$ cat config.mk
export PLATFORM = sky130hd
export DESIGN_NAME = gf180mcu_fd_sc_mcu7t5v0__aoi_pipe
export DESIGN_NICKNAME = d
export VERILOG_FILES = /design/src/rtl/gf180mcu_fd_sc_mcu7t5v0__aoi_pipe.sv
export SDC_FILE = /design/constraint.sdc
export NUM_CORES = 1
export LEC_CHECK = 0
export BUFFER_PORTS_ARGS = -buffer_cell sky130_fd_sc_hd__buf_2
export CAP_MARGIN = 20
export CORE_AREA = 2 2 39 41
export DETAILED_ROUTE_END_ITERATION = 10
export DIE_AREA = 0 0 41 43
export PLACE_DENSITY = 0.75
export SETUP_SLACK_MARGIN = 0.2
export SYNTH_ARGS = -nofsm -noshare
export SYNTH_HDL_FRONTEND = slang
export SYNTH_SLANG_ARGS = --single-unit
export TNS_END_PERCENT = 20
$ cat constraint.sdc
create_clock -name CLK -period 1.25 [get_ports CLK]
set_input_delay 0.125 -clock CLK [delete_from_list [all_inputs] [get_ports CLK]]
set_output_delay 0.125 -clock CLK [all_outputs]
set_load 0.02 [all_outputs]
$ cat src/rtl/gf180mcu_fd_sc_mcu7t5v0__aoi_pipe.sv
// Registered multi-channel AOI211-style decode behind a valid/ready stage with a 2-entry skid.
// Define GF180MCU_FD_SC_MCU7T5V0__AOI_PIPE_LOWCNT_EN to add the LOW_CNT all-zero transfer counter.
//
// state    | meaning
// ST_EMPTY | no word held, OUT_VALID=0
// ST_ONE   | main register M holds the head word
// ST_FULL  | M holds the head word, skid S holds the next one, IN_READY=0
module gf180mcu_fd_sc_mcu7t5v0__aoi_pipe #(
   parameter int CH  = 4,
   parameter int A_W = 2
) (
   input  logic              CLK,
   input  logic              RN,
   input  logic              IN_VALID,
   output logic              IN_READY,
   input  logic [CH*A_W-1:0] A,
   input  logic [CH-1:0]     B,
   input  logic [CH-1:0]     C,
   output logic              OUT_VALID,
   input  logic              OUT_READY,
   output logic [CH-1:0]     ZN
`ifdef GF180MCU_FD_SC_MCU7T5V0__AOI_PIPE_LOWCNT_EN
   ,
   output logic [7:0]        LOW_CNT
`endif
);

   typedef enum logic [1:0] {
      ST_EMPTY = 2'b00,
      ST_ONE   = 2'b01,
      ST_FULL  = 2'b11
   } state_t;

   state_t        r_state;
   state_t        w_state_nxt;
   logic [CH-1:0] r_m;
   logic [CH-1:0] r_s;
   logic          r_in_ready;
   logic [CH-1:0] w_f;
   logic          w_acc;
   logic          w_take;
   logic          w_ld_m_f;
   logic          w_ld_m_s;
   logic          w_ld_s;

   always_comb begin
      w_f = '0;
      for (int i = 0; i < CH; i++) begin
         w_f[i] = ~((&A[i*A_W +: A_W]) | B[i] | C[i]);
      end
   end

   assign OUT_VALID = r_state[0];
   assign IN_READY  = r_in_ready;
   assign ZN        = r_m;
   assign w_acc     = IN_VALID & r_in_ready;
   assign w_take    = OUT_VALID & OUT_READY;

   always_comb begin
      w_state_nxt = r_state;
      w_ld_m_f    = 1'b0;
      w_ld_m_s    = 1'b0;
      w_ld_s      = 1'b0;
      case (r_state)
         ST_EMPTY: begin
            if (w_acc) begin
               w_ld_m_f    = 1'b1;
               w_state_nxt = ST_ONE;
            end
         end
         ST_ONE: begin
            if (w_acc && w_take) begin
               w_ld_m_f = 1'b1;
            end else if (w_acc) begin
               w_ld_s      = 1'b1;
               w_state_nxt = ST_FULL;
            end else if (w_take) begin
               w_state_nxt = ST_EMPTY;
            end
         end
         ST_FULL: begin
            if (w_take) begin
               w_ld_m_s    = 1'b1;
               w_state_nxt = ST_ONE;
            end
         end
         default: w_state_nxt = ST_EMPTY;
      endcase
   end

   // IN_READY is registered from the next state so OUT_READY never reaches it combinationally.
   always_ff @(posedge CLK) begin
      if (!RN) begin
         r_state    <= ST_EMPTY;
         r_m        <= '0;
         r_s        <= '0;
         r_in_ready <= 1'b1;
      end else begin
         r_state    <= w_state_nxt;
         r_in_ready <= (w_state_nxt != ST_FULL);
         if (w_ld_m_f) begin
            r_m <= w_f;
         end else if (w_ld_m_s) begin
            r_m <= r_s;
         end
         if (w_ld_s) begin
            r_s <= w_f;
         end
      end
   end

`ifdef GF180MCU_FD_SC_MCU7T5V0__AOI_PIPE_LOWCNT_EN
   logic [7:0] r_low_cnt;

   always_ff @(posedge CLK) begin
      if (!RN) begin
         r_low_cnt <= 8'd0;
      end else if (w_take && (r_m == '0) && (r_low_cnt != 8'hFF)) begin
         r_low_cnt <= r_low_cnt + 8'd1;
      end
   end

   assign LOW_CNT = r_low_cnt;
`endif

endmodule

* Yosys cells after proc, flatten, opt, wreduce, memory -nomap -nowiden
Cells that the tools add are included.
** Word-level totals
- Output and inout bits :: 6
- Logic and storage cells :: 43
- Register bits :: 11
** Operators by class
- Mux-type cells :: 15
- Equality and inequality tests :: 3
- Reduce and logical (&&, ||, !) cells :: 7
- Bitwise operators :: 14
** Operators by type and width (number)
- two-way mux 2 bit :: 5
- two-way mux 4 bit :: 2
- OR 1 bit :: 8
- AND reduction 2 bit :: 4
- two-way mux 1 bit :: 6
- case mux 2 bit (3 select lines) :: 1
- NOT 1 bit :: 4
- bitwise AND 1 bit :: 2
- equality test 2 x 1 -> 1 bit (second input constant) :: 1
- equality test 2 bit (second input constant) :: 1
- zero test 2 bit :: 1
- != test 2 bit (second input constant) :: 1
- case mux 1 bit (2 select lines) :: 1
- nonzero test 2 bit :: 1
- logical AND 1 bit :: 1

* Longest topological paths before layout
- Depth in word-level cells :: 6
- Mapped depth :: 4
- Depth with buffers taken out :: 4

* Worst setup path after synthesis
Ideal clock, no wire load.
- Path kind :: flip-flop to flip-flop
- Start :: reg r_in_ready (netlist: IN_READY)
- End :: reg r_s[0]
- Clock period less this slack :: 1.138 ns
- Data arrival time :: 1.022 ns
- Buffers on the path :: 0
- Stages on the path, launching flop included :: 5
- Library setup time :: 0.116 ns
- Setup slack :: 0.112 ns
- Cells stage by stage :: dfxtp_1 > nand3b_4 > nor2_4 > mux2i_1 > nor2b_1
** On the way
- Longest elaborated chain between the ends :: 4
- Elaborated cells on any way between the ends :: 5
- Those cells by class :: mux: 3; bitwise: 1; reduce/logical: 1
** RTL lines
- start: declaration :: RTL line 38 : logic r_in_ready;
- start signal: assignment :: RTL line 100 : r_in_ready <= (w_state_nxt != ST_FULL);
- bitwise AND 1 bit (*) :: RTL line 56 : assign w_acc = IN_VALID & r_in_ready;
- two-way mux 1 bit / logical AND 1 bit (equally long branches) :: RTL line 74, 72
- two-way mux 1 bit (*) :: RTL line 72 : if (w_acc && w_take) begin
- two-way mux 1 bit (*) :: RTL line 64 : case (r_state)
- end signal: assignment :: RTL line 107 : r_s <= w_f;
- end: declaration :: RTL line 37 : logic [CH-1:0] r_s;
Every way passes the cells marked *; elsewhere a longest branch is shown, timed or not.
A chain may end at the register's enable or synchronous reset.

* Final worst setup path
- Start :: reg r_state[1]
- End :: reg r_s[3]
** On the way
- Longest elaborated chain between the ends :: 2
** RTL lines
- start: declaration :: RTL line 34 : state_t r_state;
- start signal: assignment :: RTL line 99 : r_state <= w_state_nxt;
- equality test 2 x 1 -> 1 bit :: RTL line 64
- two-way mux 1 bit :: RTL line 64
No other way between the ends.

==> run_results.csv <==
group,metric,value,unit
clocking,postcts_setup_bufs,0,
global_routing,gr-usage-all-layers,0.136,
routing,wl_met1,474,um
clocking,insertion_delay,280,ps
synth,yosysWarningCount,0,
routing,detail-route-antenna-nets,0,
global_routing,global_route_wire_length_before_repair,1590,um
clocking,cts-resized-gates,2,
synth,syn-mean-instance-area,10.3,um^2
layout,post_route_cells_drive_above_1_share,0.474,
critical_path,start_kind,"flop",
synth,postSynthCellCount,49,
placement,place_inst,90,
floorplanning,chipHeight,43,um
routing,firstDrtPassIters,3,
synth,synth_area_leader_cell,"sky130_fd_sc_hd__dfxtp_1",
layout,fin_cells,94,
clocking,tritoncts,"yes",
floorplanning,floorplan_die_width,41,um
layout,relative_area_change_from_synthesis_to_final_layout,36.9,%
power,power.total,0.739,mW
critical_path,worst-setup-path-type,"reg2reg",
synth,post_synth_num_cell_types,19,
floorplanning,die-area,1760,um^2
global_routing,grt_antenna_before_repair,0,
sta,layout_min_cycle_time,1090,ps
critical_path,setup.worst_path.end_class,"flop",
clocking,post_cts_hold_buffer_count,0,
power,leakage,0.289,nW
synth,yosys.area.top_type_share,0.436,
routing,num_vias,457,
critical_path,path_cells,"nand3b_4 -> nor2_4 -> mux2i_1 -> nor2b_1",
sta,timing_hold_violations_final,0,
synth,synth_nets,69,
global_routing,total_overflow_reported_by_the_global_router,0,
clocking,cts_buffer_depth,2,
sta,finalWorstSetupSlack,162,ps
synth,synth_top_cells_by_area,"sky130_fd_sc_hd__dfxtp_1 44%, sky130_fd_sc_hd__mux2i_1 7.9%, sky130_fd_sc_hd__o221ai_1 6.9%",
clocking,register_clock_pin_slew_on_the_reported_worst_setup_and_hold_paths,70,ps
layout,design.final.nets,99,
flow_run,max_cap_viol_count,0,
layout,layout_commonest_cell,"sky130_fd_sc_hd__buf_2",
clocking,htree_num_levels,1,
sta,setup-tns-final,0,ps
routing,wl_met3,55,um
sta,relSlewSlack,0.784,
placement,place.detailed.hpwl,807,um
sta,layout_worst_path_cycle_share,0.870,
critical_path,cp_max_fo,7,
synth,ys_ff_latch,11,
routing,post_route_drc_violation_count,0,
floorplanning,fp-row-count,14,
routing,detail_route.vias_per_cell,4.86,
floorplanning,io-pin-count,26,
sta,finalMaxSlewViolations,0,
critical_path,critPathMaxStageDelay,330,ps
sta,rsz0062_at_grt,"yes",
placement,place.port_buffers,25,
global_routing,first_global_vias,379,
synth,syn-cell-area,505,um^2
sta,report.final.setup_viol,0,
routing,wl_met2,488,um
sta,timing.clock.skew,8.89,ps
floorplanning,coreArea,1380,um^2
worst_hold_path,holdCritPathClass,"in2reg",
layout,top_library_cells_by_usage_in_the_layout_fill_and_taps_aside,"25 x sky130_fd_sc_hd__buf_2, 9 x sky130_fd_sc_hd__dfxtp_1",
critical_path,worst-endpoint-required,1410,ps
placement,gp_congestion,0.742,
clocking,cts_inserted_buffers,3,
clocking,cts-root-buf,"sky130_fd_sc_hd__clkbuf_4",
critical_path,critPathArrivalTime,1250,ps
routing,drt_iter0_drc,1,
status,run_status,"finished clean",
sta,fmax,919,MHz
routing,drt-wirelength-per-cell,10.9,um
sta,worst_pin_slew,322,ps
power,power-per-cell-area,1070,nW/um^2
placement,pre_cts_ws,172,ps
global_routing,pin_count_of_the_biggest_net_entering_global_routing,11,
routing,detail_route.wirelength,1030,um
synth,synth_seq_area_share,0.436,
floorplanning,floorplan.initialDensity,0.365,
routing,routed.top_layer,"met4",
power,vdd.ir_drop.worst,0.489,mV
clocking,clkSinkCount,11,
critical_path,crit_path_top_delay_cell,"sky130_fd_sc_hd__dfxtp_1",
layout,diodes,0,
sequential cells by signal (all words and copies together) (netlist names):
register  flops
IN_READY      1
ZN            4
r_s           4
r_state       2
worst max-delay path, delay by kind of cell, from the launching register on:
family,cells,cell delay (ps)
AND/OR/NAND/NOR,3,460
flip-flops,1,330
multiplexers,1,200
layout make-up:
cell class / instances / area [um^2]
Fill cell: 138 / 692
Multi-Input combinational cell: 36 / 290
Sequential cell: 11 / 223
Timing Repair Buffer: 25 / 125
Clock buffer: 4 / 26.3
Tap cell: 16 / 20.0
Inverter: 2 / 7.51
synth_stat cells (all sizes together):
master,count
nand3b,1
nand2,4
nand2b,2
o221ai,4
o21ai,1
a211oi,4
mux2i,4
inv,2
a21o,1
nand3,1
a21boi,5
dfxtp,11
and3,2
nor2b,5
nor2,2
cell families (layout without fill, tap and decap cells):
logic type,Yosys count,count (layout),synth area share
simple gates,17,17,0.240
compound gates,15,15,0.230
flops,11,11,0.436
mux,4,4,0.0792
buf+inv,2,31,0.0149
report_power, final:
part / internal [mW] / switching (mW) / total, mW
clock: 0.124 / 0.118 / 0.242
combinational: 0.0621 / 0.0638 / 0.126
sequential: 0.363 / 0.00783 / 0.371
total: 0.549 / 0.190 / 0.739
final timing paths:
check	cells past startpoint	end	slack [ps]	start
setup / recovery	4	r_s[3]$_SDFFE_PN0P_	160	r_state[1]$_SDFF_PN0_
hold / removal	2	r_s[1]$_SDFFE_PN0P_	180	RN
setup reg to reg	4	r_s[3]$_SDFFE_PN0P_	160	r_state[1]$_SDFF_PN0_
hold reg to reg	2	ZN[0]$_SDFFE_PN0P_	460	ZN[0]$_SDFFE_PN0P_
routing by layer:
metal  up-vias  global-route usage
li1        240                   -
met1       200               0.177
met2        15               0.184
met3         2              0.0628
met4         0              0.0600
met5         -                   0
through the flow:
| step | hold WS [ps] | util | area (um^2) |
|---|---|---|---|
| after floorplan | 253 | - | 508 |
| after global routing | 177 | 0.500 | 692 |
| final | 175 | 0.500 | 692 |
| after detailed placement | 449 | 0.472 | 653 |
| after CTS | 176 | 0.496 | 687 |
| after global placement | 437 | 0.472 | 653 |
(Power assumes the default switching activity.)
